### src/rtl/vector_rs_issue.sv
// Vector reservation station and issue stage: holds decoded vector ops, tracks
// per-group operand readiness and issues one (entry, group) beat per cycle, oldest-ready first.
module vector_rs_issue #(
    parameter int unsigned RS_SIZE = 4,
    parameter int unsigned TAG_W   = 2
) (
    input  logic             clk,
    input  logic             rst,
    input  logic             alloc_valid,
    output logic             alloc_ready,
    input  logic [6:0]       alloc_opcode,
    input  logic [8:0]       alloc_func,
    input  logic [4:0]       alloc_dest,
    input  logic [4:0]       alloc_src1,
    input  logic [4:0]       alloc_src2,
    input  logic [3:0]       alloc_src1_busy,
    input  logic [3:0]       alloc_src2_busy,
    input  logic             wb_v_valid,
    input  logic [4:0]       wb_v_reg,
    input  logic [1:0]       wb_v_group,
    input  logic             wb_s_valid,
    input  logic [4:0]       wb_s_reg,
    output logic             iss_valid,
    input  logic             iss_ready,
    output logic [6:0]       iss_opcode,
    output logic [8:0]       iss_func,
    output logic [4:0]       iss_dest,
    output logic [4:0]       iss_src1,
    output logic [4:0]       iss_src2,
    output logic [1:0]       iss_group,
    output logic             iss_last,
    output logic [TAG_W-1:0] iss_tag,
    output logic [TAG_W:0]   rs_count,
    output logic             rs_full
);

    localparam int unsigned CNT_W   = TAG_W + 1;
    localparam logic [6:0]  OP_LOAD = 7'b0000111;
    localparam logic [6:0]  OP_VARITH = 7'b1010111;

    logic [RS_SIZE-1:0] valid_q;
    logic [6:0]         opcode_q  [RS_SIZE];
    logic [8:0]         func_q    [RS_SIZE];
    logic [4:0]         dest_q    [RS_SIZE];
    logic [4:0]         src1_q    [RS_SIZE];
    logic [4:0]         src2_q    [RS_SIZE];
    logic [3:0]         s1_busy_q [RS_SIZE];
    logic [3:0]         s2_busy_q [RS_SIZE];
    logic [1:0]         grp_q     [RS_SIZE];
    // older_q[i][j] set means entry j was allocated before entry i
    logic [RS_SIZE-1:0] older_q   [RS_SIZE];
    logic [CNT_W-1:0]   count_q;
    logic               lock_q;
    logic [TAG_W-1:0]   lock_tag_q;

    logic [RS_SIZE-1:0] rdy;
    logic               sel_any;
    logic [TAG_W-1:0]   sel_tag;
    logic [TAG_W-1:0]   free_idx;
    logic               free_found;
    logic               new_vec;
    logic [3:0]         new_s1_busy;
    logic [3:0]         new_s2_busy;
    logic               alloc_fire;
    logic               iss_fire;
    logic               last_fire;

    // Only add (funct3 000) reads a vector src1; load, store and sub read a scalar.
    function automatic logic vec_src1(input logic [6:0] op, input logic [8:0] fn);
        return (op == OP_VARITH) && (fn[2:0] == 3'b000);
    endfunction

    // Per-entry readiness of the entry's next group
    always_comb begin
        rdy = '0;
        for (int i = 0; i < RS_SIZE; i++) begin
            rdy[i] = valid_q[i] && !s2_busy_q[i][grp_q[i]] &&
                     (vec_src1(opcode_q[i], func_q[i]) ? !s1_busy_q[i][grp_q[i]]
                                                       : (s1_busy_q[i] == 4'b0000));
        end
    end

    // Oldest ready entry wins unless a stalled beat holds the selection
    always_comb begin
        sel_any = 1'b0;
        sel_tag = '0;
        if (lock_q) begin
            sel_any = 1'b1;
            sel_tag = lock_tag_q;
        end else begin
            for (int i = 0; i < RS_SIZE; i++) begin
                if (rdy[i] && ((older_q[i] & rdy) == '0)) begin
                    sel_any = 1'b1;
                    sel_tag = TAG_W'(i);
                end
            end
        end
    end

    always_comb begin
        free_idx   = '0;
        free_found = 1'b0;
        for (int i = 0; i < RS_SIZE; i++) begin
            if (!valid_q[i] && !free_found) begin
                free_idx   = TAG_W'(i);
                free_found = 1'b1;
            end
        end
    end

    // Incoming entry sees same-cycle writebacks so no wakeup is lost
    always_comb begin
        new_vec     = vec_src1(alloc_opcode, alloc_func);
        new_s1_busy = alloc_src1_busy;
        new_s2_busy = (alloc_opcode == OP_LOAD) ? 4'b0000 : alloc_src2_busy;
        if (wb_v_valid && new_vec && (alloc_src1 == wb_v_reg)) new_s1_busy[wb_v_group] = 1'b0;
        if (wb_s_valid && !new_vec && (alloc_src1 == wb_s_reg)) new_s1_busy = 4'b0000;
        if (wb_v_valid && (alloc_src2 == wb_v_reg)) new_s2_busy[wb_v_group] = 1'b0;
    end

    assign rs_count    = count_q;
    assign rs_full     = (count_q == CNT_W'(RS_SIZE));
    assign alloc_ready = !rs_full;
    assign alloc_fire  = alloc_valid && alloc_ready;

    assign iss_valid  = sel_any;
    assign iss_tag    = sel_any ? sel_tag : '0;
    assign iss_group  = sel_any ? grp_q[sel_tag] : 2'b00;
    assign iss_last   = sel_any && (grp_q[sel_tag] == 2'd3);
    assign iss_opcode = sel_any ? opcode_q[sel_tag] : 7'b0;
    assign iss_func   = sel_any ? func_q[sel_tag] : 9'b0;
    assign iss_dest   = sel_any ? dest_q[sel_tag] : 5'b0;
    assign iss_src1   = sel_any ? src1_q[sel_tag] : 5'b0;
    assign iss_src2   = sel_any ? src2_q[sel_tag] : 5'b0;
    assign iss_fire   = iss_valid && iss_ready;
    assign last_fire  = iss_fire && (grp_q[sel_tag] == 2'd3);

    always_ff @(posedge clk or posedge rst) begin
        if (rst) begin
            valid_q    <= '0;
            count_q    <= '0;
            lock_q     <= 1'b0;
            lock_tag_q <= '0;
            for (int i = 0; i < RS_SIZE; i++) begin
                opcode_q[i]  <= '0;
                func_q[i]    <= '0;
                dest_q[i]    <= '0;
                src1_q[i]    <= '0;
                src2_q[i]    <= '0;
                s1_busy_q[i] <= '0;
                s2_busy_q[i] <= '0;
                grp_q[i]     <= '0;
                older_q[i]   <= '0;
            end
        end else begin
            // Wakeups for groups already issued are dropped
            for (int i = 0; i < RS_SIZE; i++) begin
                if (valid_q[i] && wb_v_valid && (wb_v_group >= grp_q[i])) begin
                    if (vec_src1(opcode_q[i], func_q[i]) && (src1_q[i] == wb_v_reg))
                        s1_busy_q[i][wb_v_group] <= 1'b0;
                    if (src2_q[i] == wb_v_reg)
                        s2_busy_q[i][wb_v_group] <= 1'b0;
                end
                if (valid_q[i] && wb_s_valid && !vec_src1(opcode_q[i], func_q[i]) &&
                    (src1_q[i] == wb_s_reg))
                    s1_busy_q[i] <= 4'b0000;
            end

            if (iss_fire) begin
                grp_q[sel_tag] <= grp_q[sel_tag] + 2'd1;
                if (grp_q[sel_tag] == 2'd3) valid_q[sel_tag] <= 1'b0;
            end

            if (alloc_fire) begin
                valid_q[free_idx]   <= 1'b1;
                opcode_q[free_idx]  <= alloc_opcode;
                func_q[free_idx]    <= alloc_func;
                dest_q[free_idx]    <= alloc_dest;
                src1_q[free_idx]    <= alloc_src1;
                src2_q[free_idx]    <= alloc_src2;
                s1_busy_q[free_idx] <= new_s1_busy;
                s2_busy_q[free_idx] <= new_s2_busy;
                grp_q[free_idx]     <= 2'd0;
                for (int j = 0; j < RS_SIZE; j++) older_q[j][free_idx] <= 1'b0;
                older_q[free_idx]   <= valid_q;
            end

            if (alloc_fire && !last_fire)      count_q <= count_q + CNT_W'(1);
            else if (!alloc_fire && last_fire) count_q <= count_q - CNT_W'(1);

            lock_q     <= iss_valid && !iss_ready;
            lock_tag_q <= sel_tag;
        end
    end

endmodule

### config.mk
export PLATFORM = sky130hd
export DESIGN_NAME = vector_rs_issue
export DESIGN_NICKNAME = d
export VERILOG_FILES = /design/src/rtl/vector_rs_issue.sv
export SDC_FILE = /design/constraint.sdc
export NUM_CORES = 1
export LEC_CHECK = 0
export ABC_CLOCK_PERIOD_IN_PS = 9700
export CORE_MARGIN = 5
export CORE_UTILIZATION = 58
export CTS_BUF_LIST = sky130_fd_sc_hd__clkbuf_8 sky130_fd_sc_hd__clkbuf_16
export CTS_CLUSTER_SIZE = 16
export DETAILED_ROUTE_END_ITERATION = 12
export GPL_ROUTABILITY_DRIVEN = 0
export PLACE_DENSITY = 0.78
export SKIP_CTS_REPAIR_TIMING = 1
export SYNTH_ARGS = -nofsm -noshare
export SYNTH_HDL_FRONTEND = slang
export SYNTH_SLANG_ARGS = --single-unit
### constraint.sdc
create_clock -name clk -period 9.7 [get_ports clk]
set_input_delay 2.425 -clock clk [delete_from_list [all_inputs] [get_ports clk]]
set_output_delay 2.425 -clock clk [all_outputs]
set_load 0.005 [all_outputs]
# [Word-level counts from Yosys, hierarchy flattened]
# Cells that the tools add are included.
[op_classes] eq_ne=23 bitwise_logic=27 n_reduce_logical=97 add_sub_neg=3 mux=120 magnitude_cmp=18
[op_table] cell="4-bit two-way mux" count=28
[op_table] cell="4-bit bitwise AND" count=19
[op_table] cell="5-bit equality test" count=15
[op_table] cell="1-bit logical AND" count=61
[op_table] cell="20-bit bitwise mux" count=3
[op_table] cell="5-bit two-way mux" count=10
[op_table] cell="16-bit bitwise mux" count=3
[op_table] cell="36-bit bitwise mux" count=1
[op_table] cell="9-bit two-way mux" count=4
[op_table] cell="7-bit equality test, second input constant" count=5
[op_table] cell="4-bit logical NOT" count=8
[op_table] cell="16-bit two-way mux" count=2
[op_table] cell="5-bit binary-select mux with 2-bit select" count=3
[op_table] cell="28-bit bitwise mux" count=1
[op_table] cell="7-bit two-way mux" count=4
[op_table] cell="1-bit two-way mux" count=25
[op_table] cell="1-bit logical NOT" count=22
[op_table] cell="2-bit two-way mux" count=11
[op_table] cell="2-bit by 3-bit less-than comparator with 1-bit output, second input constant" count=7
[op_table] cell="9-bit binary-select mux with 2-bit select" count=1
[op_table] cell="9-bit demux with 2-bit select" count=1
[op_table] cell="1-bit binary-select mux with 2-bit select" count=8
[op_table] cell="8-bit two-way mux" count=2
[op_table] cell="3-bit logical NOT" count=5
[op_table] cell="other kinds (25)" count=39
[totals] in_bits=57 ff_bits=190

# [Logic depth before layout (Yosys ltp)]
# Gate-level depths: netlist of run 1.
[logic_depth] ltp_word=22 mapped_depth=17 ltp_nobuf=16

# [Worst setup path before layout of run 1]
# No wires, ideal clock.
[synth_timing] kind="register to output" startpoint="register opcode_q[10] (netlist bit)" endpoint="output iss_last" setup_slack_ps=4326 n_path_buf=0 required_time_ps=7275 path_stages_with_launch=10 arrival_time_ps=2949 path_cell_list="dfrtp_1 > or4b_4 > o41ai_4 > nand2_1 > a2111o_1 > a21oi_2 > mux2i_1 > mux2i_4 > ha_1 > nor2b_1"
[synth_via] word_cells_on_any_way=31 classes_between="eq/ne (2); mux (13); bitwise (5); reduce/logical (11)"
[synth_lines] element="from (decl)" line_no="42" rtl="logic [6:0] opcode_q [RS_SIZE];"
[synth_lines] element="from (signal, indexed assignment)" line_no="176" rtl="opcode_q[free_idx] <= alloc_opcode;"
[synth_lines] element="7-bit equality test *" line_no="70" rtl="return (op == OP_VARITH) && (fn[2:0] == 3'b000);"
[synth_lines] element="1-bit logical AND *" line_no="70"
[synth_lines] element="1-bit two-way mux *" line_no="78" rtl="(vec_src1(opcode_q[i], func_q[i]) ? !s1_busy_q[i][grp_q[i]]"
[synth_lines] element="1-bit logical AND *" line_no="77" rtl="rdy[i] = valid_q[i] && !s2_busy_q[i][grp_q[i]] &&"
[synth_lines] element="4-bit bitwise AND" line_no="92" rtl="if (rdy[i] && ((older_q[i] & rdy) == '0)) begin"
[synth_lines] element="4-bit logical NOT" line_no="92"
[synth_lines] element="1-bit logical AND" line_no="92"
[synth_lines] element="2-bit two-way mux" line_no="92"
[synth_lines] element="2-bit two-way mux *" line_no="92"
[synth_lines] element="2-bit two-way mux *" line_no="87" rtl="if (lock_q) begin"
[synth_lines] element="net sel_tag[1]" line_no="58" rtl="logic [TAG_W-1:0] sel_tag;"
[synth_lines] element="2-bit NOT with 3-bit output (not written as such) *" line_no="129" rtl="assign iss_last = sel_any && (grp_q[sel_tag] == 2'd3);"
[synth_lines] element="2-bit binary-select mux with 2-bit select *" line_no="129"
[synth_lines] element="2-bit two-way mux (not written as such) * (2 in a row)" line_no="129"
[synth_lines] element="2-bit equality test *" line_no="129"
[synth_lines] element="1-bit logical AND *" line_no="129"
[synth_lines] element="to (decl)" line_no="31" rtl="output logic iss_last,"
# The timed path passes the listed nets; every way through them passes the cells marked *. The select of a mux whose other input is x is not followed.

# [Final worst setup path of run 1]
[layout_timing] startpoint="register func_q[27] (netlist bit)" endpoint="output iss_src2[0]"
[layout_via] elab_chain_len=16 word_cells_on_any_way=30 classes_between="mux (14); bitwise (5); reduce/logical (11)"
[layout_rtl] element="from (decl)" line_no="43" rtl="logic [8:0] func_q [RS_SIZE];"
[layout_rtl] element="from (signal, indexed assignment)" line_no="177" rtl="func_q[free_idx] <= alloc_func;"
[layout_rtl] element="3-bit logical NOT *" line_no="70"
[layout_rtl] element="1-bit logical AND *" line_no="70"
[layout_rtl] element="1-bit two-way mux *" line_no="78"
[layout_rtl] element="1-bit logical AND *" line_no="77"
[layout_rtl] element="4-bit bitwise AND" line_no="92"
[layout_rtl] element="4-bit logical NOT" line_no="92"
[layout_rtl] element="1-bit logical AND" line_no="92"
[layout_rtl] element="1-bit two-way mux" line_no="92"
[layout_rtl] element="2-bit two-way mux (2 in a row)" line_no="92"
[layout_rtl] element="2-bit two-way mux" line_no="87"
[layout_rtl] element="2-bit NOT with 3-bit output (not written as such)" line_no="134" rtl="assign iss_src2 = sel_any ? src2_q[sel_tag] : 5'b0;"
[layout_rtl] element="5-bit binary-select mux with 2-bit select" line_no="134"
[layout_rtl] element="5-bit two-way mux (not written as such) (2 in a row)" line_no="134"
[layout_rtl] element="5-bit two-way mux *" line_no="134"
[layout_rtl] element="to (decl)" line_no="29" rtl="output logic [4:0] iss_src2,"
# Every way passes the cells marked *; elsewhere a longest branch is shown, timed or not. The select of a mux whose other input is x is not followed.

==> results.cfg, run 1 <==
[floorplan]
die_area_um2 = 20200
initial_utilization_pct = 58.7
num_rows = 48
ios = 99
dieHeight_um = 142
die_x_um = 142
coreArea_um2 = 17200

[drt]
wl_mm = 30.0
vias = 9114
drtAntennaViolNets = 0
drt_iter0_markers = 1030
drt-pass1-iter-count = 9
routed_via_density = 6.28
drc_errors = 0
avgRoutedWirePerCell_um = 20.6

[setup_path]
rr_endpoint = rs_count[2]$_DFFE_PP0P_
arrival_ns = 4.66
cp_slowest_cell = a21oi_4
crit_type = flop to output port
path_delay_family = compound AO/OA/AOI/OAI gates
max_stage_delay_ns = 0.86
critPathBufInv = 1
path_max_fanout = 33
crit_path_cell_trace = or4b_1 -> o41ai_2 -> nand3_1 -> a41oi_2 -> nand3_1 -> a21oi_4 -> nand2_1 -> a21oi_1 -> clkdlybuf4s50_1
endpoint_kind = output port
r2r_start = grp_q[2]$_DFF_PP0_
cp.required_ns = 7.28
r2r_slack_ns = 5.15
crit_top_cell = nand3_1
critPathLaunchType = flop
reg2reg_depth = 16

[synth]
synth.cell_area_um2 = 10100
synthCells = 1162
ys_types = 66
synth.top_cells.by_area = dfrtp_1, nand2_1, xnor2_1
ys_ff_latch = 190
ys_seq_area_share_pct = 47.0
synth_top_area_share_pct = 47.0
synth_edf_count = 0
synth_warnings = 0
synthFlopType = dfrtp_1
syn_area_per_cell_um2 = 8.71
ys_top_cells_by_count = nand2_1, dfrtp_1, clkbuf_1
syn_nets = 1230
synth_most_common_cell = nand2_1
async_flop_share_pct = 100
synth_top_area_cell = dfrtp_1

[status]
outcome = completed

[placement]
dp.final_hpwl_mm = 20.1
port_buffers = 98

[clocking]
clkSinkCount = 190
insertion_delay_ns = 0.44
clockBufferDepth = 2
cts_made_buffers = 17
cts_tree = yes
cts-htree-levels = 4
cts_root_buf = clkbuf_16
clk_pin_slew_ns = 0.07

[power]
p_leak_uw = 0.00535
cellPowerDensity_nw_per_um2 = 374
ir_drop_mv = 0.249

[final_layout]
final_nets = 1285
diodes = 0
area_growth_pct = 16.8
drive_above_1_share_pct = 6.52
post-route-util_pct = 68.6

[global_route]
grt_max_degree = 113
grt_antenna_before_repair = 0
grt_pass1_wl_mm = 48.0
grt_pass1_vias = 8838
grt_usage_pct = 30.2
grt_overflow_total = 0

[sta]
skew_ns = 0.00993
setup_viol = 0
tightest_slew_ns = 1.25
grt_setup_unrepaired = false
drv_slew = 0
hold_viol_final = 0
max_freq_ghz = 0.141
slew_headroom_pct = 16.5
tns_ns = 0
min_period_ns = 7.08
layout_worst_path_cycle_share_pct = 73.0
fin_hold_ws_ns = 0.476

[hold_path]
hp-class = flop to flop
worst_hold_startpoint = dest_q[11]$_DFFE_PP0P_
holdPathStages = 2
whs_endpoint = dest_q[11]$_DFFE_PP0P_

[flow_run]
drv_cap = 0
metal layers:
metal | up-vias | GRT usage [%] | part of all wire, %
met5 | - | 0 | 0
met1 | 4428 | 41.6 | 40
met2 | 538 | 47.5 | 47
met4 | 0 | 13.3 | 3.6
met3 | 89 | 5.04 | 9.6
li1 | 4059 | - | -
logic make-up after synthesis:
logic type | share of synthesized area (%)
compound gates | 12.8
buf+inv | 3.76
xor+xnor | 6.75
fa+ha+maj | 1.43
simple gates | 25.4
mux | 2.92
flops | 47.0
power by group:
part	switching (uW)	leakage, uW	internal, uW
sequential	356	0.00235	1150
combinational	1190	0.00270	1000
clock	305	0.000293	416
worst register-to-register path, delay by kind of cell, from the launching register on:
family | cells | cell delay, ns
AO/OA/AOI/OAI | 3 | 1.21
multiplexers | 3 | 1.06
adder cells (fa/ha/maj) | 3 | 0.75
flip-flops | 1 | 0.53
AND/OR/NAND/NOR | 3 | 0.46
XOR/XNOR | 2 | 0.32
buffers and inverters | 2 | 0.12
sequential cells by signal (all words and copies together), names as in the netlist, named ones only:
name / cells
s2_busy_q: 16
grp_q: 8
src2_q: 20
func_q: 36
rs_count: 3
older_q: 12
opcode_q: 28
s1_busy_q: 16
valid_q: 4
lock_tag_q: 2
dest_q: 20
src1_q: 20
lock_q: 1
worst max path at each step:
stage	startpoint	to	slack, ns	depth (start not counted)
6_report	func_q[27]$_DFFE_PP0P_	iss_src2[0]	2.62	9
5_1_grt	grp_q[4]$_DFF_PP0_	iss_src2[3]	2.37	9
4_1_cts	func_q[27]$_DFFE_PP0P_	iss_src2[0]	2.65	9
3_5_place_dp	func_q[18]$_DFFE_PP0P_	iss_func[1]	3.15	9
3_3_place_gp	grp_q[4]$_DFF_PP0_	iss_src2[0]	3.18	9
2_1_floorplan	rst	async pin	2.10	1
cell type report:
| type | count | area, um2 |
|---|---|---|
| repair buffers | 109 | 1060 |
| fillers | 1362 | 5410 |
| clock inverters | 10 | 138 |
| clock buffers | 19 | 453 |
| flip-flops and latches | 190 | 4750 |
| well taps | 225 | 282 |
| multi-input cells | 877 | 5040 |
| inverters | 22 | 90.1 |
per-stage QoR:
step	power, uW	cell area (um2)	worst slack [ns]	std cells
after detailed placement	3680	11200	3.15	1423
after CTS	4400	11800	2.65	1452
final	4420	11800	2.62	1452
after floorplan	2790	10100	2.10	1162
after global routing	4680	11800	2.37	1452
after global placement	3610	11200	3.18	1423
placed cells by master (no fill, tap or decap), drive strengths merged, types with 8 or more instances in the layout:
cell / count
a21oi: 50
a222oi: 30
a32o: 16
buf: 11
clkbuf: 19
clkdlybuf4s50: 98
dfrtp: 190
ha: 10
inv: 25
mux2i: 8
mux4: 8
nand2: 471
nand2b: 9
nand3: 29
nand4: 11
nor2: 33
nor3: 11
nor4: 8
o21ai: 22
xnor2: 47
xor2: 31
Note: power is estimated with default switching activity, not from simulation.
==> inputs of run 2 (changes only) <==
--- a/config.mk
+++ b/config.mk
@@ -5,7 +5,7 @@
 export SDC_FILE = /design/constraint.sdc
 export NUM_CORES = 1
 export LEC_CHECK = 0
-export ABC_CLOCK_PERIOD_IN_PS = 9700
+export ABC_CLOCK_PERIOD_IN_PS = 7400
 export CORE_MARGIN = 5
 export CORE_UTILIZATION = 58
 export CTS_BUF_LIST = sky130_fd_sc_hd__clkbuf_8 sky130_fd_sc_hd__clkbuf_16
==> constraint.sdc (replaced) <==
create_clock -name clk -period 7.4 [get_ports clk]
set_input_delay 1.85 -clock clk [delete_from_list [all_inputs] [get_ports clk]]
set_output_delay 1.85 -clock clk [all_outputs]
set_load 0.005 [all_outputs]
==> run 2 against run 1 <==
Compared with the run above: first-iteration DRC count rose by 22%; non-clock buffer count rose by 2; flip-flop and latch count did not move; via count fell by 0.38%; cell count rose by 0.21%; total power rose by 31%; setup slack got worse by 1.7 ns; utilization fell by 0.12 points; critical path depth did not move; sequential share of layout area rose by 0.073 points; sequential power rose by 30%; combinational power rose by 33%; critical endpoint is now iss_src2[4]; highest routed layer unchanged.
==> results.cfg, run 2 (synthesis results as in run 1) <==
[drt]
drc_errors = 0
avgRoutedWirePerCell_um = 20.8
drt-pass1-iter-count = 8
vias = 9079
drtAntennaViolNets = 0
drt_iter0_markers = 1255
wl_mm = 30.3
routed_via_density = 6.24

[setup_path]
reg2reg_depth = 16
r2r_start = opcode_q[3]$_DFFE_PP0P_
endpoint_kind = output port
cp_slowest_cell = a21oi_4
critPathLaunchType = flop
crit_path_cell_trace = or4b_1 -> o41ai_2 -> nand3_1 -> a41oi_2 -> nand3_1 -> a21oi_4 -> nand2_1 -> a21oi_1 -> clkdlybuf4s50_1
path_max_fanout = 33
max_stage_delay_ns = 0.82
crit_top_cell = nand3_1
rr_endpoint = rs_count[2]$_DFFE_PP0P_
crit_type = flop to output port
cp.required_ns = 5.55
r2r_slack_ns = 2.86
critical_path.startpoint = func_q[27]$_DFFE_PP0P_
arrival_ns = 4.62

[floorplan]
num_rows = 48
initial_utilization_pct = 58.7
die_area_um2 = 20200
ios = 99
coreArea_um2 = 17200
die_x_um = 142
dieHeight_um = 142

[clocking]
cts-htree-levels = 4
insertion_delay_ns = 0.44
clkSinkCount = 190
cts_made_buffers = 17
clk_pin_slew_ns = 0.07
clockBufferDepth = 2
cts_tree = yes
cts_root_buf = clkbuf_16

[global_route]
grt_usage_pct = 30.9
grt_max_degree = 138
grt_antenna_before_repair = 0
grt_pass1_wl_mm = 48.8
grt_pass1_vias = 8864
grt_overflow_total = 0

[final_layout]
final_nets = 1287
largest_register = func_q
multi_input_area_um2 = 5040
diodes = 0
drive_above_1_share_pct = 6.83
final_cell_mix = nand2_1, dfrtp_1, clkdlybuf4s50_1
layout_commonest_cell = nand2_1
fillCellCount = 1373
area_growth_pct = 16.6
reg_top3 = func_q x36, opcode_q x28
largest_reg_flops = 36
final_cell_count_no_fill = 1455
regArea_um2 = 4750
final_cell_area_um2 = 11800

[placement]
dp.final_hpwl_mm = 20.2
port_buffers = 98
placed_area_um2 = 11200
placed_cells = 1425

[power]
p_leak_uw = 0.00533
cellPowerDensity_nw_per_um2 = 489
finalPower_uw = 5780
ir_drop_mv = 0.268

[sta]
hold_viol_final = 0
layout_worst_path_cycle_share_pct = 87.4
max_freq_ghz = 0.155
skew_ns = 0.0108
slew_headroom_pct = 20.3
grt_setup_unrepaired = false
setup_viol = 0
tns_ns = 0
tightest_slew_ns = 1.19
drv_slew = 0
min_period_ns = 6.47

[hold_path]
hp-class = flop to flop
whs_endpoint = dest_q[11]$_DFFE_PP0P_
worst_hold_startpoint = dest_q[11]$_DFFE_PP0P_
holdPathStages = 2

[flow_run]
drv_cap = 0

[status]
outcome = completed
## run 2: cell types whose count changed in the layout (fill, tap and decap cells not counted)
cell,previous run,this run
inv_1,21,20
clkbuf_8,2,1
clkinvlp_4,1,3
buf_4,11,13
clkinv_4,0,3
bufinv_16,3,1
## run 2: worst max path at each step
stage             endpoint  slack, ns
6_report       iss_src2[4]       0.93
4_1_cts        iss_src2[4]       0.94
3_5_place_dp   iss_src2[4]       1.42
3_3_place_gp   iss_func[0]       1.51
2_1_floorplan    async pin       0.38
5_1_grt        iss_src2[4]       0.72
## run 2: layer usage
layer | routed length, um | vias up | GRT usage (%) | share of wire [%]
met5 | 0 | - | 0 | 0
met4 | 1060 | 0 | 12.1 | 3.5
met3 | 2960 | 97 | 7.86 | 9.8
met2 | 14200 | 528 | 47.6 | 47
met1 | 12100 | 4399 | 42.2 | 40
li1 | - | 4055 | - | -
## run 2: power by group
group,internal (uW),switching [uW],total [uW]
clock network,472,418,890
logic,1320,1600,2920
registers,1510,456,1960
total,3300,2470,5780
## run 2: metrics by stage
stage	setup WS (ns)	utilization (%)	hold WS (ns)
after floorplan	0.380	-	0.443
after global placement	1.51	65.3	0.457
after detailed placement	1.42	65.3	0.462
after CTS	0.935	68.5	0.480
after global routing	0.717	68.5	0.495
final	0.932	68.5	0.477
## run 2: layout make-up
cell class	count	share of cell area [%]
Inverter	22	0.763
Clock buffer	18	3.72
Tap cell	225	2.38
Multi-Input combinational cell	877	42.7
Clock inverter	12	0.975
Sequential cell	190	40.3
Timing Repair Buffer	111	9.14
## run 2: critical path, delay by kind of cell, from the launching register on
family / cells / cell delay [ns]
AO/OA/AOI/OAI: 4 / 2.00
buffers and inverters: 1 / 0.55
flip-flops: 1 / 0.41
AND/OR/NAND/NOR: 4 / 1.17
